--- config.mk ---
export PLATFORM = sky130hd
export DESIGN_NAME = serial_sub_ctrl_flat
export DESIGN_NICKNAME = d
export VERILOG_FILES = /design/src/rtl/serial_sub_ctrl_if.sv /design/src/rtl/serial_sub_ctrl.sv /design/src/flat_wrapper.sv
export SDC_FILE = /design/constraint.sdc
export NUM_CORES = 1
export LEC_CHECK = 0
export CAP_MARGIN = 30
export CORE_ASPECT_RATIO = 1.4
export CORE_MARGIN = 2
export CORE_UTILIZATION = 25
export CTS_CLUSTER_DIAMETER = 200
export DETAILED_ROUTE_END_ITERATION = 16
export HOLD_SLACK_MARGIN = 0.12
export PLACE_DENSITY = 0.51
export SYNTH_ARGS = -nofsm -noshare
export SYNTH_HDL_FRONTEND = slang
export SYNTH_SLANG_ARGS = --single-unit
--- constraint.sdc ---
create_clock -name clk -period 2 [get_ports clk]
set_clock_uncertainty 0.1 [all_clocks]
set_input_delay 0.3 -clock clk [delete_from_list [all_inputs] [get_ports clk]]
set_output_delay 0.3 -clock clk [all_outputs]
set_load 0.01 [all_outputs]
--- src/rtl/serial_sub_ctrl_if.sv ---
`default_nettype none
// +----------------------------------------------------------------------------+
// | Module   : serial_sub_ctrl_if                                              |
// | Purpose  : Request/result bundle for the bit-serial subtractor controller. |
// |            The requester drives start/a/b/bin. The controller returns      |
// |            ready/busy, a one-cycle done pulse and the held diff/bout.      |
// | Modports : master - requester side (drives start, a, b, bin)               |
// |            slave  - controller side (drives ready, busy, done, diff, bout) |
// | Revision : 1.0 - initial release                                           |
// +----------------------------------------------------------------------------+
interface serial_sub_ctrl_if #(
    parameter int WIDTH = 8
);
    logic             start;
    logic [WIDTH-1:0] a;
    logic [WIDTH-1:0] b;
    logic             bin;
    logic             ready;
    logic             busy;
    logic             done;
    logic [WIDTH-1:0] diff;
    logic             bout;

    modport master (
        output start, a, b, bin,
        input  ready, busy, done, diff, bout
    );

    modport slave (
        input  start, a, b, bin,
        output ready, busy, done, diff, bout
    );
endinterface
`default_nettype wire

--- src/rtl/serial_sub_ctrl.sv ---
`default_nettype none
// +----------------------------------------------------------------------------+
// | Module   : serial_sub_ctrl                                                 |
// | Purpose  : Bit-serial subtractor. Computes diff = a - b - bin one bit per  |
// |            clock, LSB first, using a single full-subtractor cell and a     |
// |            borrow flop. One operation takes WIDTH+1 cycles.                |
// | Ports    : clk  - rising-edge clock                                        |
// |            rst  - asynchronous active-high reset                           |
// |            bus  - serial_sub_ctrl_if.slave: start/a/b/bin in;              |
// |                   ready/busy/done/diff/bout out                            |
// | Revision : 1.0 - initial release                                           |
// +----------------------------------------------------------------------------+
module serial_sub_ctrl #(
    parameter int WIDTH = 8
) (
    input  wire logic          clk,
    input  wire logic          rst,
    serial_sub_ctrl_if.slave   bus
);

    localparam int                 c_CNT_W = (WIDTH > 1) ? $clog2(WIDTH) : 1;
    localparam logic [c_CNT_W-1:0] c_LAST  = c_CNT_W'(WIDTH - 1);

    localparam logic [1:0] c_IDLE = 2'd0;
    localparam logic [1:0] c_RUN  = 2'd1;
    localparam logic [1:0] c_DONE = 2'd2;

    logic [1:0]         r_state;
    logic [WIDTH-1:0]   r_sa;
    logic [WIDTH-1:0]   r_sb;
    logic               r_br;
    logic [c_CNT_W-1:0] r_cnt;
    logic [WIDTH-1:0]   r_res;
    logic [WIDTH-1:0]   r_diff;
    logic               r_bout;
    logic               r_done;
    logic               r_busy;

    // Full-subtractor cell on the current LSBs and the running borrow
    logic               w_x;
    logic               w_y;
    logic               w_r;
    logic               w_nb;
    logic [WIDTH-1:0]   w_res_next;

    assign w_x        = r_sa[0];
    assign w_y        = r_sb[0];
    assign w_r        = w_x ^ w_y ^ r_br;
    assign w_nb       = (~w_x & w_y) | (~(w_x ^ w_y) & r_br);
    // New bit enters at the MSB; after WIDTH shifts bit 0 has reached the LSB
    assign w_res_next = {w_r, r_res[WIDTH-1:1]};

    always_ff @(posedge clk or posedge rst) begin
        if (rst) begin
            r_state <= c_IDLE;
            r_sa    <= '0;
            r_sb    <= '0;
            r_br    <= 1'b0;
            r_cnt   <= '0;
            r_res   <= '0;
            r_diff  <= '0;
            r_bout  <= 1'b0;
            r_done  <= 1'b0;
            r_busy  <= 1'b0;
        end else begin
            r_done <= 1'b0;
            case (r_state)
                // DONE accepts a new request exactly like IDLE so requests
                // can run back-to-back without a bubble cycle.
                c_IDLE, c_DONE: begin
                    if (bus.start) begin
                        r_sa    <= bus.a;
                        r_sb    <= bus.b;
                        r_br    <= bus.bin;
                        r_cnt   <= '0;
                        r_busy  <= 1'b1;
                        r_state <= c_RUN;
                    end else begin
                        r_state <= c_IDLE;
                    end
                end
                c_RUN: begin
                    r_sa  <= {1'b0, r_sa[WIDTH-1:1]};
                    r_sb  <= {1'b0, r_sb[WIDTH-1:1]};
                    r_res <= w_res_next;
                    r_br  <= w_nb;
                    r_cnt <= r_cnt + 1'b1;
                    if (r_cnt == c_LAST) begin
                        r_diff  <= w_res_next;
                        r_bout  <= w_nb;
                        r_done  <= 1'b1;
                        r_busy  <= 1'b0;
                        r_state <= c_DONE;
                    end
                end
                default: begin
                    r_busy  <= 1'b0;
                    r_state <= c_IDLE;
                end
            endcase
        end
    end

    assign bus.ready = ~r_busy;
    assign bus.busy  = r_busy;
    assign bus.done  = r_done;
    assign bus.diff  = r_diff;
    assign bus.bout  = r_bout;

endmodule
`default_nettype wire

--- src/flat_wrapper.sv ---
// flat-port wrapper written by rule: the top's interface ports become plain ports
module serial_sub_ctrl_flat 
#(
    parameter int WIDTH = 8
)
  (clk, rst, bus_start, bus_a, bus_b, bus_bin, bus_ready, bus_busy, bus_done, bus_diff, bus_bout);
  serial_sub_ctrl_if #(.WIDTH(WIDTH)) bus_i ();
  input  wire logic clk;
  input  wire logic rst;
  input wire logic [$bits(bus_i.start)-1:0] bus_start;
  input wire logic [$bits(bus_i.a)-1:0] bus_a;
  input wire logic [$bits(bus_i.b)-1:0] bus_b;
  input wire logic [$bits(bus_i.bin)-1:0] bus_bin;
  output wire logic [$bits(bus_i.ready)-1:0] bus_ready;
  output wire logic [$bits(bus_i.busy)-1:0] bus_busy;
  output wire logic [$bits(bus_i.done)-1:0] bus_done;
  output wire logic [$bits(bus_i.diff)-1:0] bus_diff;
  output wire logic [$bits(bus_i.bout)-1:0] bus_bout;
  assign bus_i.start = bus_start;
  assign bus_i.a = bus_a;
  assign bus_i.b = bus_b;
  assign bus_i.bin = bus_bin;
  assign bus_ready = bus_i.ready;
  assign bus_busy = bus_i.busy;
  assign bus_done = bus_i.done;
  assign bus_diff = bus_i.diff;
  assign bus_bout = bus_i.bout;
  serial_sub_ctrl #(.WIDTH(WIDTH)) u_core (.clk(clk), .rst(rst), .bus(bus_i));
endmodule
==> metrics.txt <==
outcome finished clean; worst vdd ir around 500 µV; Filler cells around 760; share of layout cells above drive strength 1 roughly 16%; commonest non-fill, non-tap cell in the layout dfrtp_1; worst slew pin tran 0.524 ns; FF+latch count, synth 40; final instance area roughly 2400 µm²; Setup CP Type flip-flop to output pin; IO Pins 32; Total Power about 3.4 mW; Slew Viols, Final 0; Synth-to-Final Area Change 23.5%; Hold Crit Class primary input to async pin; register area share after synthesis ~53%; clk root buf clkbuf_8; final WL about 3500 µm; # hold bufs at CTS 0; final setup fails 0; core footprint around 7400 µm²; data required time of the critical path about 1.6 ns; initial DRC count 63; Die X 77.8 µm; # port buffers 31; CP max-delay cell clkdlybuf4s50_1; DRC viols 0; most frequent cells in the layout dfrtp_1 (40), clkdlybuf4s50_1 (31), mux2i_1 (13), a21oi_1 (13); Final Core Density 32.0%; Final #Nets between 200 and 250; largest net degree at the start of global routing 41; Worst-path clk slew approximately 0.070 ns; CTS Sinks 40; CP Data Arrival Time 1.27 ns; number of max-cap violations 0; first-pass GRT wire length around 6100 µm; gr usage total 9.23%; crit end category output pin; Cell Area, Synth about 1900 µm²; Mapped Avg Cell Area between 10 and 15 µm²; FMAX around 600 MHz; RSZ-0062 raised after global routing no; htree depth 2; Post-Place Worst Slack approximately 0.25 ns; drt first pass iters 4; placed cell area approximately 2300 µm²; post-synth cell types 24; critical path fanouts, max 4; fin crit share approximately 84%; Power Density roughly 1400 nW/µm²; slowest stage delay, CP between 0.5 and 0.6 ns; antenna viol nets, final 0; Die H 107 µm; total negative setup slack 0 ns; grt total ovfl 0; Lkg Pwr between 1 and 1.5 nW; worst setup margin about 0.33 ns; Slew HR between 60 and 70%; post-cts resize count 0; GPL Wtd Cong between 0.6 and 0.7; setup repair bufs after CTS 0; die area around 8300 µm²; final hold viol count 0; drt wl/cell 12.5 µm; antenna violations before repair 0; Cell Chain, Critical Path inv_1 -> clkdlybuf4s50_1; synthesized instance count roughly 150; vias per std cell 4.32; CTS Buf Count 5; crit path time final ~1.7 ns; Initial Utilization between 20 and 30%; Mapped Nets 176; Yosys warning total 0; routed vias between 1000 and 1500; vias in the first global route 1256; DP HPWL 2390 µm; ANT cells 0; clk buf depth 2; Clk Latency, worst-skew pair between 0.2 and 0.3 ns; row count 37; CTS tree done; Startpoint Class flip-flop
routing by layer:
metal  part of all wire [%]  wire (µm)  vias up  global-route usage, %
met2                     48       1690       25                   15.6
met4                    1.6         55        0                   3.44
met5                      0          0        -                      0
li1                       -          -      592                      -
met1                     46       1620      593                   11.2
met3                    4.0        140        5                   2.43
final timing paths:
kind	from	end	slack (ns)	cells past startpoint
min	rst	u_core.bus.diff[3]	0.34	3
min reg2reg	u_core.bus.diff[5]	u_core.bus.diff[5]	0.41	1
max reg2reg	u_core.r_cnt[0]	u_core.bus.diff[6]	0.41	4
max	u_core.bus.busy	bus_ready	0.33	2
max in group asynchronous	rst	u_core.bus.diff[2]	1.10	3
min in group clk	u_core.bus.diff[5]	u_core.bus.diff[5]	0.41	1
critical path, delay by kind of cell, from the launching register on:
family | cells | cell delay [ns]
buffers and inverters | 2 | 0.58
DFF | 1 | 0.41
flip-flops by register name, indices dropped and copies added (netlist names):
register,cells
u_core.r_cnt,3
u_core.r_sb,8
u_core.bus.done,1
u_core.bus.diff,8
u_core.r_res,7
u_core.bus.bout,1
u_core.r_state,2
u_core.r_br,1
u_core.bus.busy,1
u_core.r_sa,8
metrics by stage:
stage                     hold WS (ns)  cells
after detailed placement         0.396    274
after global routing             0.383    281
final                            0.336    281
after global placement           0.388    274
after CTS                        0.351    281
after floorplan                  0.370    153
report_power, final:
part / internal (mW) / switching [mW] / leakage (nW)
clock: 0.237 / 0.267 / 0.0410
combinational: 0.843 / 0.586 / 0.507
sequential: 1.20 / 0.260 / 0.477
cells in the mapped netlist:
master    number  share of area, %
dfrtp_1       40                53
a21oi_1       13               3.4
mux2i_1       13               6.8
a211oi_1      12               4.7
nor2b_1       12               3.9
mux2_2        10               5.9
inv_1          8               1.6
buf_6          6               3.5
mux2_4         6               4.7
nor2_1         5              0.99
nand2_1        4              0.79
o21ai_0        4               1.1
a221o_1        3               1.6
clkbuf_1       3              0.59
a22o_1         2              0.92
ha_1           2               1.3
nand3_1        2              0.53
nor2b_4        2               1.4
and3b_1        1              0.46
buf_2          1              0.26
buf_4          1              0.39
fa_1           1               1.1
nand2b_1       1              0.33
nand3b_4       1               1.1
kinds of logic after synthesis:
group           after synthesis  share of synthesized area, %
flops                        40                          52.6
compound gates               34                          11.7
mux                          29                          17.5
simple gates                 28                          9.53
buf+inv                      19                          6.37
fa+ha+maj                     3                          2.37
final cells by class:
cell class	count	area, µm²	share of cell area [%]
repair buffers	35	340	14.5
inverters	8	30.0	1.28
well taps	97	121	5.16
clock inverters	1	5.00	0.213
clock buffers	6	72.6	3.09
flip-flops and latches	40	1000	42.6
multi-input cells	94	782	33.2
No activity file was read; power rests on OpenSTA's default activity.
